[config.mk]
export PLATFORM = sky130hd
export DESIGN_NAME = player_update_scheduler
export DESIGN_NICKNAME = d
export VERILOG_FILES = /design/src/rtl/player_update_scheduler.sv
export SDC_FILE = /design/constraint.sdc
export NUM_CORES = 1
export LEC_CHECK = 0
export ABC_AREA = 0
export CAP_MARGIN = 40
export CORE_MARGIN = 3
export CORE_UTILIZATION = 55
export DETAILED_ROUTE_END_ITERATION = 6
export GPL_TIMING_DRIVEN = 0
export PLACE_DENSITY = 0.77
export SLEW_MARGIN = 20
export SYNTH_ARGS = -nofsm -noshare
export SYNTH_HDL_FRONTEND = slang
export SYNTH_SLANG_ARGS = --single-unit
[constraint.sdc]
create_clock -name clk -period 14.1 [get_ports clk]
set_input_delay 2.82 -clock clk [delete_from_list [all_inputs] [get_ports clk]]
set_output_delay 2.82 -clock clk [all_outputs]
set_load 0.005 [all_outputs]
[src/rtl/player_update_scheduler.sv]
// Per-frame sprite update scheduler for two players: latches joystick state on i_frame,
// computes clamped moves and fire events, and serialises two writes to the sprite store.
//
// state   | meaning
// IDLE    | waiting for i_frame
// CALC_A  | compute update for start player
// WRITE_A | present start player's write until accepted
// CALC_B  | compute update for the other player
// WRITE_B | present other player's write until accepted, then flip start player
module player_update_scheduler #(
  parameter int X_MAX    = 639,
  parameter int Y_MAX    = 479,
  parameter int SPR_W    = 16,
  parameter int SPR_H    = 16,
  parameter int STEP     = 2,
  parameter int COOLDOWN = 30,
  parameter int X0_INIT  = 64,
  parameter int Y_INIT   = 232
) (
  input  logic       clk,
  input  logic       rst,
  input  logic       i_frame,
  input  logic [3:0] i_p0_dir,
  input  logic       i_p0_fire,
  input  logic [3:0] i_p1_dir,
  input  logic       i_p1_fire,
  output logic       o_wr_valid,
  input  logic       i_wr_ready,
  output logic       o_wr_player,
  output logic [9:0] o_wr_x,
  output logic [9:0] o_wr_y,
  output logic       o_wr_fire,
  output logic       o_busy,
  output logic       o_overrun
);

  localparam logic signed [10:0] X_LIM    = 11'(X_MAX - SPR_W + 1);
  localparam logic signed [10:0] Y_LIM    = 11'(Y_MAX - SPR_H + 1);
  localparam logic signed [10:0] STEP_S   = 11'(STEP);
  localparam logic [9:0]         P0_X_RST = 10'(X0_INIT);
  localparam logic [9:0]         P1_X_RST = 10'(X_MAX - SPR_W + 1 - X0_INIT);
  localparam logic [9:0]         Y_RST    = 10'(Y_INIT);
  localparam logic [5:0]         CD_LOAD  = 6'(COOLDOWN);

  typedef enum logic [2:0] {
    IDLE    = 3'd0,
    CALC_A  = 3'd1,
    WRITE_A = 3'd2,
    CALC_B  = 3'd3,
    WRITE_B = 3'd4
  } state_t;

  state_t     state;
  logic       start_ptr;
  logic [3:0] dir0_q, dir1_q;
  logic       fire0_q, fire1_q;
  logic [9:0] pos_x [2];
  logic [9:0] pos_y [2];
  logic [5:0] cd    [2];

  // Opposing presses cancel; inc/dec map to right/left or down/up.
  function automatic logic signed [10:0] axis_delta(input logic inc, input logic dec);
    if (inc && !dec)
      return STEP_S;
    else if (dec && !inc)
      return -STEP_S;
    else
      return 11'sd0;
  endfunction

  function automatic logic [9:0] clamp(input logic signed [10:0] v,
                                       input logic signed [10:0] lim);
    if (v[10])
      return 10'd0;
    else if (v > lim)
      return lim[9:0];
    else
      return v[9:0];
  endfunction

  logic                cur_p;
  logic [3:0]          cur_dir;
  logic                cur_fire;
  logic [9:0]          cur_x, cur_y;
  logic signed [10:0]  sum_x, sum_y;
  logic [9:0]          nxt_x, nxt_y;
  logic                fire_ok;

  always_comb begin
    cur_p    = (state == CALC_B) ? ~start_ptr : start_ptr;
    cur_dir  = cur_p ? dir1_q : dir0_q;
    cur_fire = cur_p ? fire1_q : fire0_q;
    cur_x    = pos_x[cur_p];
    cur_y    = pos_y[cur_p];
    sum_x    = $signed({1'b0, cur_x}) + axis_delta(cur_dir[0], cur_dir[1]);
    sum_y    = $signed({1'b0, cur_y}) + axis_delta(cur_dir[2], cur_dir[3]);
    nxt_x    = clamp(sum_x, X_LIM);
    nxt_y    = clamp(sum_y, Y_LIM);
    fire_ok  = cur_fire && (cd[cur_p] == 6'd0);
  end

  always_ff @(posedge clk or posedge rst) begin
    if (rst) begin
      state       <= IDLE;
      start_ptr   <= 1'b0;
      dir0_q      <= 4'd0;
      dir1_q      <= 4'd0;
      fire0_q     <= 1'b0;
      fire1_q     <= 1'b0;
      pos_x[0]    <= P0_X_RST;
      pos_x[1]    <= P1_X_RST;
      pos_y[0]    <= Y_RST;
      pos_y[1]    <= Y_RST;
      cd[0]       <= 6'd0;
      cd[1]       <= 6'd0;
      o_wr_valid  <= 1'b0;
      o_wr_player <= 1'b0;
      o_wr_x      <= 10'd0;
      o_wr_y      <= 10'd0;
      o_wr_fire   <= 1'b0;
      o_busy      <= 1'b0;
      o_overrun   <= 1'b0;
    end else begin
      o_overrun <= i_frame && (state != IDLE);
      case (state)
        IDLE: begin
          if (i_frame) begin
            dir0_q  <= i_p0_dir;
            dir1_q  <= i_p1_dir;
            fire0_q <= i_p0_fire;
            fire1_q <= i_p1_fire;
            for (int i = 0; i < 2; i++)
              if (cd[i] != 6'd0)
                cd[i] <= cd[i] - 6'd1;
            o_busy <= 1'b1;
            state  <= CALC_A;
          end
        end
        CALC_A, CALC_B: begin
          pos_x[cur_p] <= nxt_x;
          pos_y[cur_p] <= nxt_y;
          if (fire_ok)
            cd[cur_p] <= CD_LOAD;
          o_wr_player <= cur_p;
          o_wr_x      <= nxt_x;
          o_wr_y      <= nxt_y;
          o_wr_fire   <= fire_ok;
          o_wr_valid  <= 1'b1;
          state       <= (state == CALC_A) ? WRITE_A : WRITE_B;
        end
        WRITE_A: begin
          if (i_wr_ready) begin
            o_wr_valid <= 1'b0;
            state      <= CALC_B;
          end
        end
        WRITE_B: begin
          if (i_wr_ready) begin
            o_wr_valid <= 1'b0;
            o_busy     <= 1'b0;
            start_ptr  <= ~start_ptr;
            state      <= IDLE;
          end
        end
        default: begin
          o_wr_valid <= 1'b0;
          o_busy     <= 1'b0;
          state      <= IDLE;
        end
      endcase
    end
  end

endmodule

### Yosys cells after proc, flatten, opt, wreduce, memory -nomap -nowiden

Cells that the tools add are included.

* flip-flop bits (word level): 91
* word-level logic and storage cells: 112

* muxes and demuxes: 40
* bitwise gates (word level): 7
* add/sub/neg operators: 4
* equal/unequal tests: 11
* $lt $le $gt $ge: 4
* reductions and logical operators: 27

Operators by type and width (number)
* 10-bit 2-to-1 mux: 11
* 11-bit 2-to-1 mux: 4
* 20-bit bitwise mux: 2
* 6-bit 2-to-1 mux: 6
* 12-bit 2-to-1 mux: 2
* 12-bit case mux with 2 select lines: 1
* 11-bit adder: 2
* 3-bit 2-to-1 mux: 4
* 2-bit != test, second input constant: 6
* 3-bit case mux with 4 select lines: 1
* 6-bit nonzero test: 2
* 6-bit by 1-bit subtractor with 6-bit output, second input constant: 2
* 11-bit by 10-bit > comparator with 1-bit output, second input constant: 1
* 11-bit > comparator, second input constant: 1
* 10-bit demux with 1-bit select: 1
* 8-bit OR: 1
* 4-bit AND reduction: 2
* 1-bit logical AND: 7
* 6-bit demux with 1-bit select: 1
* 3-bit by 2-bit equality test with 1-bit output, second input constant: 2
* 6-bit zero test: 1
* 1-bit case mux with 3 select lines: 2
* 2-bit AND reduction: 3
* 3-bit AND reduction: 2
* 17 further kinds: 26

### Depth between registers and ports, before layout

* depth after elaboration: 12
* gate-level depth with buffers: 21

### Worst setup path before layout

OpenSTA, ideal clock, no wires.

* path kind: reg2reg
* from: reg state[1]
* to: reg pos_x[16] in the netlist's numbering
* required time: 14.023 ns
* library setup time: 0.077 ns
* arrival time: 5.051 ns
* stages on the path, launching flop included: 21
* buffers on the path: 7
* clock period less this slack: 5.128 ns
* setup slack: 8.972 ns
* cell sequence: dfrtp_1 > buf_6 > and3b_1 > buf_6 > xnor2_4 > buf_6 > buf_12 > clkbuf_1 > clkbuf_1 > mux2i_1 > ha_1 > clkinv_1 > or4_1 > o311ai_0 > mux2i_1 > a21bo_2 > a2111oi_0 > and4b_4 > or4_4 > buf_6 > a31oi_1

* cells in the longest elaborated chain, start to end: 12
* elaborated cells on any way between the ends: 25
* those cells by class: add/sub: 1; order compare: 3; eq/ne: 2; mux: 12; bitwise: 1; reduce/logical: 6

Ends and longest elaborated chain
* from (decl): line 53 `state_t state;`
* from (signal assigned): line 149 `state <= (state == CALC_A) ? WRITE_A : WRITE_B;`
* 3-bit by 2-bit equality test with 1-bit output: line 90, 125
* 1-bit 2-to-1 mux: line 90 `cur_p = (state == CALC_B) ? ~start_ptr : start_ptr;`
* 4-bit 2-to-1 mux: line 91 `cur_dir = cur_p ? dir1_q : dir0_q;`
* 1-bit zero test: line 65 `else if (dec && !inc)`
* 1-bit logical AND: line 65
* 11-bit 2-to-1 mux: line 65
* 11-bit 2-to-1 mux: line 63 `if (inc && !dec)`
* 11-bit adder: line 95 `sum_x = $signed({1'b0, cur_x}) + axis_delta(cur_dir[0], cur_dir[1]);`
* 11-bit > comparator: line 75 `else if (v > lim)`
* 10-bit 2-to-1 mux: line 75
* 10-bit 2-to-1 mux: line 73 `if (v[10])`
* 20-bit bitwise mux: line 140 `pos_x[cur_p] <= nxt_x;`
* to (signal, indexed assignment): line 140
* to (decl): line 57 `logic [9:0] pos_x [2];`

Parallel ways exist; a longest one is shown, timed or not. The select of a mux whose other input is x is not followed.
A chain may end at the register's enable or synchronous reset.

### Final worst setup path

* from: reg state[1]
* to: reg pos_y[0] in the netlist's numbering

* cells in the longest elaborated chain, start to end: 12
* elaborated cells on any way between the ends: 25
* those cells by class: add/sub: 1; order compare: 3; eq/ne: 2; mux: 12; bitwise: 1; reduce/logical: 6

Ends and longest elaborated chain
* 3-bit by 2-bit equality test with 1-bit output: line 90, 125
* 1-bit 2-to-1 mux: line 90
* 4-bit 2-to-1 mux: line 91
* 1-bit zero test: line 65
* 1-bit logical AND: line 65
* 11-bit 2-to-1 mux: line 65
* 11-bit 2-to-1 mux: line 63
* 11-bit adder: line 96 `sum_y = $signed({1'b0, cur_y}) + axis_delta(cur_dir[2], cur_dir[3]);`
* 11-bit by 10-bit > comparator with 1-bit output: line 75
* 10-bit 2-to-1 mux: line 75
* 10-bit 2-to-1 mux: line 73
* 20-bit bitwise mux: line 141 `pos_y[cur_p] <= nxt_y;`
* to (signal, indexed assignment): line 141
* to (decl): line 58 `logic [9:0] pos_y [2];`

Parallel ways exist; a longest one is shown, timed or not. The select of a mux whose other input is x is not followed.

==> flow_metrics.env <==
export IMPL_cts_tree="built"
export IMPL_drtPass1Iterations=5
export IMPL_n_antenna_cell=0
export IMPL_synth_area_leaders="dfrtp_1 (33%), nand2_1 (5.9%), mux2_2 (5.5%)"
export IMPL_hold_viol=0
export IMPL_fin_area_mm2=0.00671
export IMPL_hold_slack_ns=0.479
export IMPL_wl_met2_mm=7.57
export IMPL_synthFlopType="dfrtp_1"
export IMPL_finalSetupViolCount=0
export IMPL_synth_simple_area_share_pct=21.5
export IMPL_synth_top_area_share_pct=33.4
export IMPL_start_util_pct=56.8
export IMPL_yosys_warnings=0
export IMPL_antenna_found_initial=0
export IMPL_worst_pin_slew_ns=0.885
export IMPL_r2r_setup_slack_ns=7.61
export IMPL_synth_cells=657
export IMPL_syn_to_final_growth_pct=13.5
export IMPL_min_period_over_period_pct=46.0
export IMPL_syn_cell_area_mm2=0.00592
export IMPL_cp_num_cells=22
export IMPL_path_common_cell="clkbuf_1"
export IMPL_met3_length_um=920
export IMPL_crit_family="buffers and inverters"
export IMPL_cp_cell_sequence="buf_6 -> and3b_1 -> buf_6 -> xnor2_4 -> buf_6 -> buf_12 -> clkbuf_1 -> clkbuf_1 -> buf_6 -> mux2i_1 -> ha_1 -> clkbuf_1 -> clkbuf_1 -> xnor2_1 -> ha_1 -> nor3_1 -> xnor2_1 -> nor4b_1 -> o21a_1 -> nor4b_2 -> clkbuf_1 -> o21ai_0"
export IMPL_drv_slew=0
export IMPL_relSlewSlack_pct=40.8
export IMPL_via_count=5337
export IMPL_layout_commonest_cell="nand2_1"
export IMPL_drt_total_wl_mm=15.6
export IMPL_synth_adder_area_share_pct=3.59
export IMPL_syn_avg_cell_area_um2=9.01
export IMPL_cts_hold_buf=0
export IMPL_synth_seq_cells=91
export IMPL_max_freq_ghz=0.154
export IMPL_critPathBufInv=10
export IMPL_cts_root_buf="clkbuf_8"
export IMPL_drtIter0Drc=458
export IMPL_fp_dieArea_mm2=0.0120
export IMPL_outcome="completed"
export IMPL_synth_edf_count=0
export IMPL_grt_use_total_pct=27.0
export IMPL_fin_setup_tns_ns=0
export IMPL_grt_overflow_total=0
export IMPL_async_reset_ff_share_pct=100
export IMPL_synth_compound_gate_area_share_pct=18.7
export IMPL_crit_type="reg -> reg"
export IMPL_fin_worst_skew_ns=0.0103
export IMPL_cp_end_kind="register"
export IMPL_synth_area_mux_share_pct=8.86
export IMPL_yosys_area_top_type="dfrtp_1"
export IMPL_synthXorXnorAreaFrac_pct=3.93
export IMPL_layout_common_cells="nand2_1 (93), dfrtp_1 (79), o21ai_0 (49)"
export IMPL_antenna_left=0
export IMPL_portBuffers=38
export IMPL_cpMaxStageDelayCell="nor4b_2"
export IMPL_viasPerCell=6.29
export IMPL_cap_violations=0
export IMPL_grt_max_degree=47
export IMPL_dpl_cell_area_mm2=0.00650
export IMPL_gp_routability_congestion=0.914
export IMPL_seq_area_frac_synth_pct=38.7
export IMPL_grt_pass1_vias=5103
export IMPL_ff2ff_path_depth=22
export IMPL_dieHeight_um=110
export IMPL_dr_max_layer_used="met4"
export IMPL_io_pins=39
export IMPL_worstPathArrival_ns=6.72
export IMPL_drc=0
export IMPL_layout_drive_gt1_share_pct=11.9
export IMPL_min_delay_path_depth=2
export IMPL_cp_required_ns=14.33
export IMPL_numCtsBuffers=9
export IMPL_ys_types=68
export IMPL_cp_max_fo=10
export IMPL_cts_buffer_depth=2
export IMPL_met1Wirelength_mm=6.85
export IMPL_final_nets=739
export IMPL_grt_pass1_wl_mm=25.4
export IMPL_path_clk_slew_ns=0.09
export IMPL_cts_sinks=91
export IMPL_cpPeakStageDelay_ns=0.75
export IMPL_rsz0062_at_grt="false"
export IMPL_htree_levels=3
export IMPL_rows=37
export IMPL_coreArea_mm2=0.0104
export IMPL_cts_resized=0
export IMPL_wl_per_cell_um=18.4
export IMPL_die_x_um=110
export IMPL_post_cts_buffers=0
export IMPL_clk_latency_ns=0.36
export IMPL_min_path_type="reg -> reg"
export IMPL_synth_top_family_by_area="simple AND/OR/NAND/NOR gates"
export IMPL_min_period_ns=6.49
export IMPL_startpoint_type="register"
export IMPL_dp_final_hpwl_mm=11.4
export IMPL_syn_num_nets=688
layer usage:
| metal | up-vias | GRT usage (%) |
|---|---|---|
| met5 | - | 0 |
| met4 | 0 | 8.73 |
| met3 | 25 | 4.17 |
| met2 | 204 | 43.6 |
| met1 | 2613 | 37.4 |
| li1 | 2495 | - |
cell families after synthesis:
| kind of cell | count (synthesis) |
|---|---|
| xor+xnor | 22 |
| buf+inv | 59 |
| simple gates | 257 |
| compound gates | 164 |
| mux | 47 |
| fa+ha+maj | 17 |
| flops | 91 |
metrics by stage:
stage / setup WS, ns / util (%) / cells
floorplan: 8.94 / - / 657
global placement: 7.35 / 62.1 / 831
detailed placement: 7.31 / 62.4 / 832
CTS: 7.29 / 64.3 / 848
global route: 7.17 / 64.5 / 849
finish: 7.61 / 64.5 / 849
cells in the mapped netlist, drive strengths merged (2+ instances only):
library cell  count
and2             14
a221oi            2
nor3             13
mux2i            16
a41o              3
and3b             5
nand2b            9
a21bo             3
ha               17
nor4b             4
a211o             2
a32o              2
o41ai             6
a221o             3
nor3b             6
inv              15
o21ai            49
dfrtp            79
o311ai            4
xor2              4
nor2b             5
buf              10
nor4              4
and4              2
nor2             47
o211ai            4
a31oi            20
clkbuf           33
nand3            30
or4               3
a211oi            4
nand4            11
a22oi             2
dfstp            12
a21o              7
o31ai            16
mux2             30
a21oi            22
o21a              6
xnor2            17
nand3b            8
nand2            93
path summary, 6_finish.rpt:
check / start / endpoint
max reg2reg: state[1] / pos_y[0]
min in group asynchronous: rst / dir0_q[0]
max in group asynchronous: rst / pos_y[13]
min: pos_x[9] / pos_x[9]
max: state[1] / pos_y[0]
min reg2reg: pos_x[9] / pos_x[9]
registers in the layout, summed over array words and instances, names as in the netlist:
name / flops
fire0_q: 1
fire1_q: 1
o_wr_player: 1
o_wr_x: 10
o_overrun: 1
o_wr_valid: 1
start_ptr: 1
state: 3
pos_x: 20
dir0_q: 4
o_wr_y: 10
o_wr_fire: 1
pos_y: 20
o_busy: 1
dir1_q: 4
cd: 12
cell type report:
class,count,area (µm²)
Buffer,43,216
Clock buffer,14,183
Clock inverter,2,17.5
Fill cell,855,3700
Inverter,16,62.6
Multi-Input combinational cell,507,3350
Sequential cell,91,2290
Tap cell,136,170
Timing Repair Buffer,40,419
worst min-delay path, delay by kind of cell, from the launching register on:
kind,cells,cell delay (ns)
AO/OA/AOI/OAI,1,0.06
flip-flops,1,0.38
AND/OR/NAND/NOR,1,0.04
Power is not shown: default switching activity piles up to over one toggle a cycle in this logic, so the estimate is an artifact.
